## config.mk

```make
export PLATFORM = sky130hd
export DESIGN_NAME = wm_controller
export DESIGN_NICKNAME = d
export VERILOG_FILES = /design/src/rtl/wm_controller.sv
export SDC_FILE = /design/constraint.sdc
export NUM_CORES = 1
export LEC_CHECK = 0
export ABC_AREA = 1
export ABC_CLOCK_PERIOD_IN_PS = 1300
export CAP_MARGIN = 25
export CELL_PAD_IN_SITES_DETAIL_PLACEMENT = 1
export CELL_PAD_IN_SITES_GLOBAL_PLACEMENT = 1
export CORE_MARGIN = 2
export CORE_UTILIZATION = 27
export CTS_BUF_LIST = sky130_fd_sc_hd__clkbuf_8
export DETAILED_ROUTE_END_ITERATION = 10
export GPL_TIMING_DRIVEN = 0
export PLACE_DENSITY = 0.78
export SYNTH_ARGS = -nofsm -noshare
export SYNTH_HDL_FRONTEND = slang
export SYNTH_SLANG_ARGS = --single-unit
```

## constraint.sdc

```tcl
create_clock -name clk -period 1.3 [get_ports clk]
set_input_delay 0.13 -clock clk [delete_from_list [all_inputs] [get_ports clk]]
set_output_delay 0.13 -clock clk [all_outputs]
set_load 0.01 [all_outputs]
```

## src/rtl/wm_controller.sv

```systemverilog
// wm_controller -- washing-machine sequencer.
//
// Walks a wash cycle FILL -> WASH -> RINSE (one or two passes) -> SPIN -> DONE.
// Each phase is timed by an external phase timer that this block enables and
// clears. A phase completes on the cycle the timer reaches that phase's limit,
// so a phase lasts limit+1 cycles.
//
// Ports
//   clk, reset          rising-edge clock, synchronous active-high reset
//   start               pulse: begin a cycle from IDLE, resume from PAUSE
//   pause_req           pulse: pause a running phase
//   cancel              pulse: abort to IDLE from any state
//   door_closed         level: 1 = door shut; opening mid-cycle faults
//   extra_rinse         level: sampled on the accepted start, adds a rinse pass
//   tmr_count[3:0]      current phase timer count
//   tmr_en, tmr_clr     phase timer enable / clear
//   water_valve, motor_wash, motor_spin, drain_valve, door_lock
//                       actuator drives
//   done, fault         cycle complete / door-open fault
//   state[2:0]          current state code (also serves as the debug view)
//
// Event priority within one cycle:
//   reset > cancel > door fault > phase completion > pause_req > start.
// All outputs are decodes of the state register; tmr_clr additionally pulses
// in the completing cycle so the next phase starts from count 0.

module wm_controller #(
    parameter int FILL_T  = 3,
    parameter int WASH_T  = 5,
    parameter int RINSE_T = 4,
    parameter int SPIN_T  = 6
) (
    input  logic       clk,
    input  logic       reset,
    input  logic       start,
    input  logic       pause_req,
    input  logic       cancel,
    input  logic       door_closed,
    input  logic       extra_rinse,
    input  logic [3:0] tmr_count,
    output logic       tmr_en,
    output logic       tmr_clr,
    output logic       water_valve,
    output logic       motor_wash,
    output logic       motor_spin,
    output logic       drain_valve,
    output logic       door_lock,
    output logic       done,
    output logic       fault,
    output logic [2:0] state
);

    typedef enum logic [2:0] {
        S_IDLE  = 3'd0,
        S_FILL  = 3'd1,
        S_WASH  = 3'd2,
        S_RINSE = 3'd3,
        S_SPIN  = 3'd4,
        S_DONE  = 3'd5,
        S_PAUSE = 3'd6,
        S_FAULT = 3'd7
    } state_t;

    state_t     state_q, state_d;
    state_t     resume_q, resume_d;   // phase to return to from PAUSE
    logic [1:0] passes_q, passes_d;   // rinse passes still to run (1 or 2)

    logic       timed;
    logic [3:0] limit;
    logic       phase_done;

    always_comb begin
        timed = (state_q == S_FILL) || (state_q == S_WASH) ||
                (state_q == S_RINSE) || (state_q == S_SPIN);
        case (state_q)
            S_FILL:  limit = 4'(FILL_T);
            S_WASH:  limit = 4'(WASH_T);
            S_RINSE: limit = 4'(RINSE_T);
            S_SPIN:  limit = 4'(SPIN_T);
            default: limit = 4'd0;
        endcase
        phase_done = timed && (tmr_count == limit);
    end

    // Next-state logic, written as an if/else chain in priority order.
    always_comb begin
        state_d  = state_q;
        resume_d = resume_q;
        passes_d = passes_q;
        if (cancel && (state_q != S_IDLE)) begin
            state_d = S_IDLE;
        end else begin
            case (state_q)
                S_IDLE: begin
                    if (start && door_closed) begin
                        state_d  = S_FILL;
                        passes_d = extra_rinse ? 2'd2 : 2'd1;
                    end
                end
                S_FILL, S_WASH, S_RINSE, S_SPIN: begin
                    if (!door_closed) begin
                        state_d = S_FAULT;
                    end else if (phase_done) begin
                        // A pause_req arriving now is dropped on purpose.
                        case (state_q)
                            S_FILL:  state_d = S_WASH;
                            S_WASH:  state_d = S_RINSE;
                            S_RINSE: begin
                                if (passes_q == 2'd2) begin
                                    state_d  = S_RINSE;
                                    passes_d = 2'd1;
                                end else begin
                                    state_d = S_SPIN;
                                end
                            end
                            default: state_d = S_DONE;
                        endcase
                    end else if (pause_req) begin
                        state_d  = S_PAUSE;
                        resume_d = state_q;
                    end
                end
                S_PAUSE: begin
                    // Timer is disabled here, so the resumed phase restarts at 0.
                    if (!door_closed) begin
                        state_d = S_FAULT;
                    end else if (start) begin
                        state_d = resume_q;
                    end
                end
                S_DONE: begin
                    if (!door_closed) begin
                        state_d = S_IDLE;
                    end
                end
                default: begin
                    // FAULT: only cancel or reset leave.
                    state_d = state_q;
                end
            endcase
        end
    end

    always_ff @(posedge clk) begin
        if (reset) begin
            state_q  <= S_IDLE;
            resume_q <= S_IDLE;
            passes_q <= 2'd1;
        end else begin
            state_q  <= state_d;
            resume_q <= resume_d;
            passes_q <= passes_d;
        end
    end

    always_comb begin
        tmr_en      = timed;
        tmr_clr     = !timed || phase_done;
        water_valve = (state_q == S_FILL) || (state_q == S_RINSE);
        motor_wash  = (state_q == S_WASH) || (state_q == S_RINSE);
        motor_spin  = (state_q == S_SPIN);
        drain_valve = (state_q == S_SPIN);
        door_lock   = timed || (state_q == S_PAUSE);
        done        = (state_q == S_DONE);
        fault       = (state_q == S_FAULT);
        state       = state_q;
    end

endmodule

```

* Yosys cells after proc, flatten, opt, wreduce, memory -nomap -nowiden
Index checks and enable logic that the tools add are counted.
** Storage, ports and cells
- Register bits :: 8
- Output and inout port bits :: 12
- Logic and storage cells :: 60
** Operators by class
- Equality and inequality tests :: 17
- Mux-type cells :: 18
- Bitwise logic cells :: 2
- Reductions and logical operators :: 20
** Operators by type and width (number)
- 3-bit 2-to-1 mux :: 8
- 3-bit case mux with 4 select lines :: 2
- 3-bit == test (second input constant) :: 4
- 2-bit 2-to-1 mux :: 6
- 2-bit inequality test (second input constant) :: 6
- 5-bit AND reduction :: 2
- 3-bit case mux with 3 select lines :: 1
- 1-bit logical OR :: 7
- 7-bit AND reduction :: 1
- 3-bit by 2-bit == test with 1-bit output (second input constant) :: 2
- 4-bit == test :: 1
- 4-bit inequality test (second input constant) :: 1
- 2-bit case mux with 2 select lines :: 1
- 4-bit nonzero test :: 1
- 4-bit OR reduction :: 1
- 3-bit by 1-bit == test with 1-bit output (second input constant) :: 1
- 1-bit logical AND :: 3
- 3-bit zero test :: 1
- 3-bit inequality test (second input constant) :: 1
- 3-bit nonzero test :: 1
- 2-bit == test (second input constant) :: 1
- 1-bit inverter :: 2
- 2-bit nonzero test :: 1
- 2-bit OR reduction :: 1
- 1-bit zero test :: 1

* Depth between registers and ports, before layout
Gate-level depths: netlist (run 1).
- Word-level depth :: 8
- Depth in mapped cells :: 13
- Mapped depth without buffers :: 12

* Worst setup path before layout (run 1)
OpenSTA, ideal clock, no wires.
- Path type :: reg2reg
- Start :: register state_q[0] (netlist: state[0])
- End :: register passes_q[0]
- Setup time :: 0.127 ns
- Arrival :: 1.384 ns
- Data required time :: 1.173 ns
- Slack :: -0.210 ns
- Cell stages (with the launch flop) :: 13
- Buffers on the path :: 1
- Clock period less this slack :: 1.510 ns
- Cells stage by stage :: dfxtp_1 buf_2 nor2_2 nand2_2 nand2_1 nand2_1 nand2_1 nor2_2 nand2_2 nand2_2 nand2_1 nand2_1 o211ai_1
** On the way
- Cells in the longest elaborated chain, start to end :: 7
- Elaborated cells between the ends (all ways) :: 23
- Classes of those cells :: eq/ne (10); mux (2); bitwise (1); reduce/logical (10)
** RTL lines
- start, declared :: RTL line 64 : state_t state_q, state_d;
- start signal, assigned :: RTL line 150 : state_q <= state_d;
- branches (longest 7 deep; another with 7-bit AND reduction)
- end signal, assigned :: RTL line 152 : passes_q <= passes_d;
- end, declared :: RTL line 66 : logic [1:0] passes_q, passes_d;
Several ways; the timed one is not identified.
A chain may end at the register's enable or synchronous reset.

* Final worst setup path (run 1)
- Start :: register state_q[0] (netlist: state[0])
- End :: register state_q[1] (netlist: state[1])
** On the way
- Cells in the longest elaborated chain, start to end :: 8
- Elaborated cells between the ends (all ways) :: 27
- Classes of those cells :: eq/ne (11); mux (5); reduce/logical (11)
** RTL lines
- branches (longest 8 deep; another with 3-bit case mux with 4 select lines)
Several ways; the timed one is not identified.

==> results of run 1 <==
synthesized netlist by cell type:
library cell | count | area (um^2)
a21oi_1 | 10 | 50.05
buf_2 | 1 | 5.000
buf_4 | 1 | 7.510
dfxtp_1 | 8 | 160.2
inv_1 | 20 | 75.07
inv_2 | 4 | 15.01
nand2_1 | 34 | 127.6
nand2_2 | 6 | 37.54
nand3_1 | 11 | 55.05
nand3_2 | 1 | 10.01
nand4_1 | 1 | 6.260
nor2_1 | 12 | 45.04
nor2_2 | 3 | 18.77
nor3_1 | 1 | 5.000
o211ai_1 | 1 | 7.510
o21a_1 | 1 | 7.510
o21ai_0 | 8 | 40.04
o22ai_1 | 1 | 6.260
cell type report:
type,count,area share
Tap cell,30,0.03027
Multi-Input combinational cell,90,0.4652
Clock inverter,1,0.003027
Sequential cell,8,0.1362
Inverter,24,0.08073
Timing Repair Buffer,34,0.2331
Buffer,2,0.01816
Clock buffer,3,0.03330
through the flow:
step	hold slack (ns)	TNS (ns)	instance area [um^2]	utilization
6_report	0.4661	-3.082	1240	0.5098
5_1_grt	0.4880	-4.031	1240	0.5098
4_1_cts	0.4689	-2.832	1152	0.4738
3_5_place_dp	0.4622	-4.728	989.7	0.4069
3_3_place_gp	0.4506	-4.075	989.7	0.4069
2_1_floorplan	0.1991	-0.6333	732.0	-
metal layers:
metal	wire length, um	part of all wire	track usage	up-vias
met1	1124	0.41	0.2017	440
met4	92	0.033	0.1125	0
met2	1463	0.53	0.3293	24
li1	-	-	-	464
met3	69	0.025	0.02222	11
met5	0	0	0	-
cell usage in the layout (no fill, tap or decap), drive strengths merged:
cell / instances
o22ai: 1
o21ai: 8
o21a: 1
clkdlybuf4s50: 11
inv: 25
dfxtp: 8
buf: 18
o211ai: 1
clkbuf: 6
nor3: 1
dlygate4sd2: 3
a21oi: 10
clkdlybuf4s15: 1
nand4: 1
nand2: 40
nand3: 12
nor2: 15
sequential cells by signal (all words and copies together), names as in the netlist:
| name | flops |
|---|---|
| resume_q | 3 |
| state | 3 |
| passes_q | 2 |
worst max-delay path: stages, from the launching register on:
cell and delay (ns):
dfxtp_2 0.32, buf_8 0.14, inv_4 0.07, nand3_2 0.09, nand3_1 0.11, nand2_1 0.10
nor2_4 0.13, nand2_2 0.09, buf_6 0.14, nand3_4 0.06, nand2_4 0.07, inv_4 0.07
nand2_2 0.04, a21oi_1 0.13
cell families (layout without fill, tap and decap cells):
logic type / Yosys count / after routing
buf+inv: 26 / 64
flops: 8 / 8
simple gates: 69 / 69
compound gates: 21 / 21
power breakdown:
group	internal, mW	switching (mW)	total (mW)
Clock	0.205	0.106	0.311
Combinational	1.03	1.45	2.48
Sequential	0.337	0.0886	0.426
path summary, 6_finish.rpt:
check,endpoint,slack [ns],cells past startpoint,startpoint
min reg2reg,passes_q[1],0.47,2,passes_q[1]
max,state[1],-0.34,13,state[0]
max reg2reg,state[1],-0.34,13,state[0]
min,passes_q[1],0.47,2,passes_q[1]
what timing repair did:
| item | in CTS | in global routing |
|---|---|---|
| gates cloned | 0 | 0 |
| setup buffers | 7 | 5 |
| resized for setup | 47 | 30 |
| setup endpoints to repair | 19 | 16 |
| pin swaps | 10 | 17 |
==> results.py, run 1 <==
metrics = {
    "outcome": {
        "status": "finished with violations",
        "violations": "setup timing",
    },
    "yosys": {
        "yosys.area_share.adder": 0,
        "muxShareOfSynthArea": 0,
        "ys_ff_latch": 8,
        "yosysWarnings": 0,
        "ys_seq_area_frac": 0.2357,
        "syn-num-nets": 135,
        "ys_types": 18,
        "synth_top_family_by_area": "simple AND/OR/NAND/NOR gates",
        "yosys.area_share.simple": 0.4494,
        "synth_xor_area_frac": 0,
        "synth_compound_area_frac": 0.1639,
        "syn_area_um2": 679.4,
        "syn_inst": 124,
        "avgSynthCellArea_um2": 5.479,
    },
    "floorplanning": {
        "die-area_um2": 2933,
        "die_h_um": 54.16,
        "die_w_um": 54.16,
        "ios": 23,
        "coreArea_um2": 2432,
        "fp-row-count": 18,
        "start_util": 0.2793,
    },
    "finish": {
        "seq_area_um2": 168.9,
        "multi_input_area_um2": 576.8,
        "drive_above_1_share": 0.4630,
        "num-nets-final": 174,
        "areaGrowthSynthToFinish_pct": 82.50,
        "diodes": 0,
        "fillers": 327,
        "final_cells": 192,
    },
    "sta": {
        "fmax_mhz": 608.1,
        "setup_slack_ns": -0.3446,
        "maxSlewHeadroom": 0.7977,
        "post-route-min-period_ns": 1.645,
        "hold_viol": 0,
        "drv_slew": 0,
        "setup_viol": 12,
        "finClkSkew_ns": 0.005377,
        "worst_pin_slew_ns": 0.3018,
        "rsz0062_at_grt": "yes",
        "finalCritPeriodShare": 1.265,
    },
    "worst_setup_path": {
        "worstPathRequired_ns": 1.46,
        "critPathLaunchType": "flop",
        "crit_type": "flop to flop",
        "cp.arrival_ns": 1.80,
        "crit_path_max_fanout": 7,
        "crit_path_end_kind": "flop",
    },
    "pwr": {
        "cellPowerDensity_nw_per_um2": 2597,
        "ir_drop_mv": 1.429,
        "power_mw": 3.220,
        "leakage_nw": 0.6083,
    },
    "flow_run": {
        "drv_cap": 0,
    },
    "clock_network": {
        "cts_tree": "yes",
        "path_clk_slew_ns": 0.04,
        "cts_num_sinks": 8,
        "clk_path_buf_depth": 2,
        "cts_max_level": 1,
        "clock_latency_ns": 0.23,
        "cts_buffers": 3,
        "clock-root-buffer": "clkbuf_8",
        "cts_hold_buf": 0,
    },
    "grt": {
        "antenna_found_initial": 0,
        "grt_pass1_vias": 934,
        "grt_pass1_wl_um": 3850,
        "gr-usage-all-layers": 0.1833,
        "overflow": 0,
        "grt_max_degree": 9,
    },
    "routing": {
        "first_iter_violations": 5,
        "viasPerCell": 4.891,
        "drc": 0,
        "wire_per_inst_um": 14.32,
        "postRouteAntennaNets": 0,
        "drt_first_pass_iters": 4,
        "totalWireLength_um": 2749,
        "route.vias.total": 939,
    },
    "min_path": {
        "hold_path_class": "flop to flop",
    },
    "placed_design": {
        "io_buffer_count": 22,
        "dpl_worst_slack_ns": -0.5230,
        "dp_hpwl_um": 1779,
        "gp_congestion": 0.8315,
        "place_inst": 176,
    },
}
Power figures use the tool's default switching activity.
==> run 2: changes to the inputs <==
PLACE_DENSITY = 0.76   (was 0.78)
==> results.py, run 2 (synthesized netlist as in run 1, its figures left out) <==
metrics = {
    "grt": {
        "antenna_found_initial": 0,
        "grt_pass1_vias": 952,
        "overflow": 0,
        "grt_max_degree": 8,
        "grt_pass1_wl_um": 4091,
        "gr-usage-all-layers": 0.1939,
    },
    "outcome": {
        "violations": "setup timing",
        "status": "finished with violations",
    },
    "sta": {
        "maxSlewHeadroom": 0.7889,
        "hold_viol": 0,
        "rsz0062_at_grt": "yes",
        "worst_pin_slew_ns": 0.3149,
        "fmax_mhz": 612.7,
        "finalCritPeriodShare": 1.255,
        "setup_slack_ns": -0.3320,
        "post-route-min-period_ns": 1.632,
        "finClkSkew_ns": 0.008187,
        "setup_viol": 13,
        "drv_slew": 0,
    },
    "pwr": {
        "p_int_mw": 1.818,
        "seqPwrFrac": 0.121,
        "ir_drop_mv": 1.525,
        "p_switching_mw": 1.750,
        "cellPowerDensity_nw_per_um2": 2690,
        "leakage_nw": 0.6416,
        "p_sw_frac": 0.4903,
        "power_frac_comb": 0.790,
        "p_clk_frac": 0.089,
        "power_mw": 3.568,
    },
    "worst_setup_path": {
        "path_delay_family": "simple AND/OR/NAND/NOR gates",
        "critPathLaunchType": "flop",
        "cp_slowest_cell": "dfxtp_4",
        "worstPathRequired_ns": 1.47,
        "rrSetupSlack_ns": -0.33,
        "rr_worst_depth": 13,
        "reg2reg_to": "state[2]",
        "crit_path_end_kind": "flop",
        "crit_type": "flop to flop",
        "cp.arrival_ns": 1.80,
        "r2r-start": "state[1]",
        "cp_cell_sequence": "inv_2 > nand3_4 > nand2_2 > nand2_2 > nand2_2 > nor2_4 > nand2_2 > buf_6 > nand3_4 > nand2_4 > inv_4 > nand2_1 > a21oi_1",
        "slowest_delay_ns": 0.40,
        "crit_top_cell": "nand2_2",
        "critPathBufInv": 3,
        "crit_path_max_fanout": 5,
    },
    "clock_network": {
        "cts_hold_buf": 0,
        "clock_latency_ns": 0.24,
        "cts_max_level": 1,
        "cts_buffers": 3,
        "clock-root-buffer": "clkbuf_8",
        "cts_tree": "yes",
        "clk_path_buf_depth": 2,
        "path_clk_slew_ns": 0.05,
        "cts_num_sinks": 8,
    },
    "routing": {
        "totalWireLength_um": 2830,
        "first_iter_violations": 4,
        "viasPerCell": 4.787,
        "drc": 0,
        "wire_per_inst_um": 14.37,
        "route.vias.total": 943,
        "drt_first_pass_iters": 2,
        "postRouteAntennaNets": 0,
    },
    "min_path": {
        "hold_depth": 4,
        "min_to": "state[0]",
        "hp-start": "door_closed",
        "hold_path_class": "input port to flop",
    },
    "finish": {
        "final_util": 0.5453,
        "drive_above_1_share": 0.5389,
        "areaGrowthSynthToFinish_pct": 95.21,
        "diodes": 0,
        "final_cell_mix": "17 x nand2_1, 17 x nand2_2, 15 x inv_1, 14 x buf_4, 10 x clkdlybuf4s50_1",
        "num-nets-final": 179,
    },
    "placed_design": {
        "io_buffer_count": 22,
        "dp_hpwl_um": 1754,
        "dpl_worst_slack_ns": -0.5163,
        "gp_congestion": 0.8189,
    },
    "flow_run": {
        "drv_cap": 0,
    },
    "floorplanning": {
        "fp-row-count": 18,
        "coreArea_um2": 2432,
        "die_w_um": 54.16,
        "die_h_um": 54.16,
        "die-area_um2": 2933,
        "start_util": 0.2793,
        "ios": 23,
    },
}
## run 2: cell types whose count changed in the layout (fill, tap and decap cells not counted), sizes merged
cell	change
dlymetal6s2s	+1
clkdlybuf4s50	-1
dlygate4sd2	-1
buf	+7
clkbuf	-1
## run 2: power groups by stage
stage	clock [mW]	sequential [mW]	combinational (mW)
2_1_floorplan	0	0.440	1.13
3_3_place_gp	0	0.448	1.72
3_5_place_dp	0	0.452	1.75
4_1_cts	0.326	0.423	2.41
5_1_grt	0.337	0.441	3.06
6_report	0.317	0.433	2.82
## run 2: worst max path at each step
| stage | end | cells after the start | slack [ns] | from |
|---|---|---|---|---|
| after detailed placement | tmr_clr | 9 | -0.52 | state[2] |
| after global placement | tmr_clr | 9 | -0.49 | state[2] |
| after global routing | state[1] | 14 | -0.44 | state[0] |
| final | state[2] | 13 | -0.33 | state[1] |
| after floorplan | state[0] | 12 | -0.09 | state[0] |
| after CTS | state[1] | 14 | -0.28 | state[0] |
## run 2: metrics by stage
stage	setup TNS [ns]	cells	area (um^2)	hold slack, ns
2_1_floorplan	-0.6333	124	732.0	0.1991
6_report	-2.963	197	1326	0.3937
3_5_place_dp	-4.612	176	989.7	0.4567
3_3_place_gp	-4.068	176	989.7	0.4529
5_1_grt	-4.171	197	1326	0.4218
4_1_cts	-2.618	193	1220	0.4696
## run 2: repair_timing
| item | CTS | global route |
|---|---|---|
| pin swaps | 10 | 18 |
| setup endpoints to repair | 19 | 14 |
| buffers inserted | 13 | 4 |
| hold endpoints to repair | 0 | 0 |
| resized for setup | 60 | 35 |
## run 2: layer usage
| metal | wire length, um | track usage | part of all wire | up-vias |
|---|---|---|---|---|
| li1 | - | - | - | 474 |
| met1 | 1088 | 0.2027 | 0.38 | 443 |
| met2 | 1606 | 0.3795 | 0.57 | 21 |
| met3 | 90 | 0.01944 | 0.032 | 5 |
| met4 | 44 | 0.08750 | 0.016 | 0 |
| met5 | 0 | 0 | 0 | - |
## run 2: worst min-delay path: stages
cell and delay, ns:
dlymetal6s2s_1 0.20, nand2_2 0.11, a21oi_2 0.06, a21oi_2 0.10
## run 2: layout make-up
| class | instances | area (um^2) |
|---|---|---|
| Inverter | 24 | 100.1 |
| Sequential cell | 8 | 168.9 |
| Timing Repair Buffer | 39 | 357.8 |
| Clock buffer | 3 | 41.29 |
| Tap cell | 30 | 37.54 |
| Multi-Input combinational cell | 90 | 598.1 |
| Clock inverter | 1 | 3.754 |
| Buffer | 2 | 18.77 |
| Fill cell | 322 | 1106 |
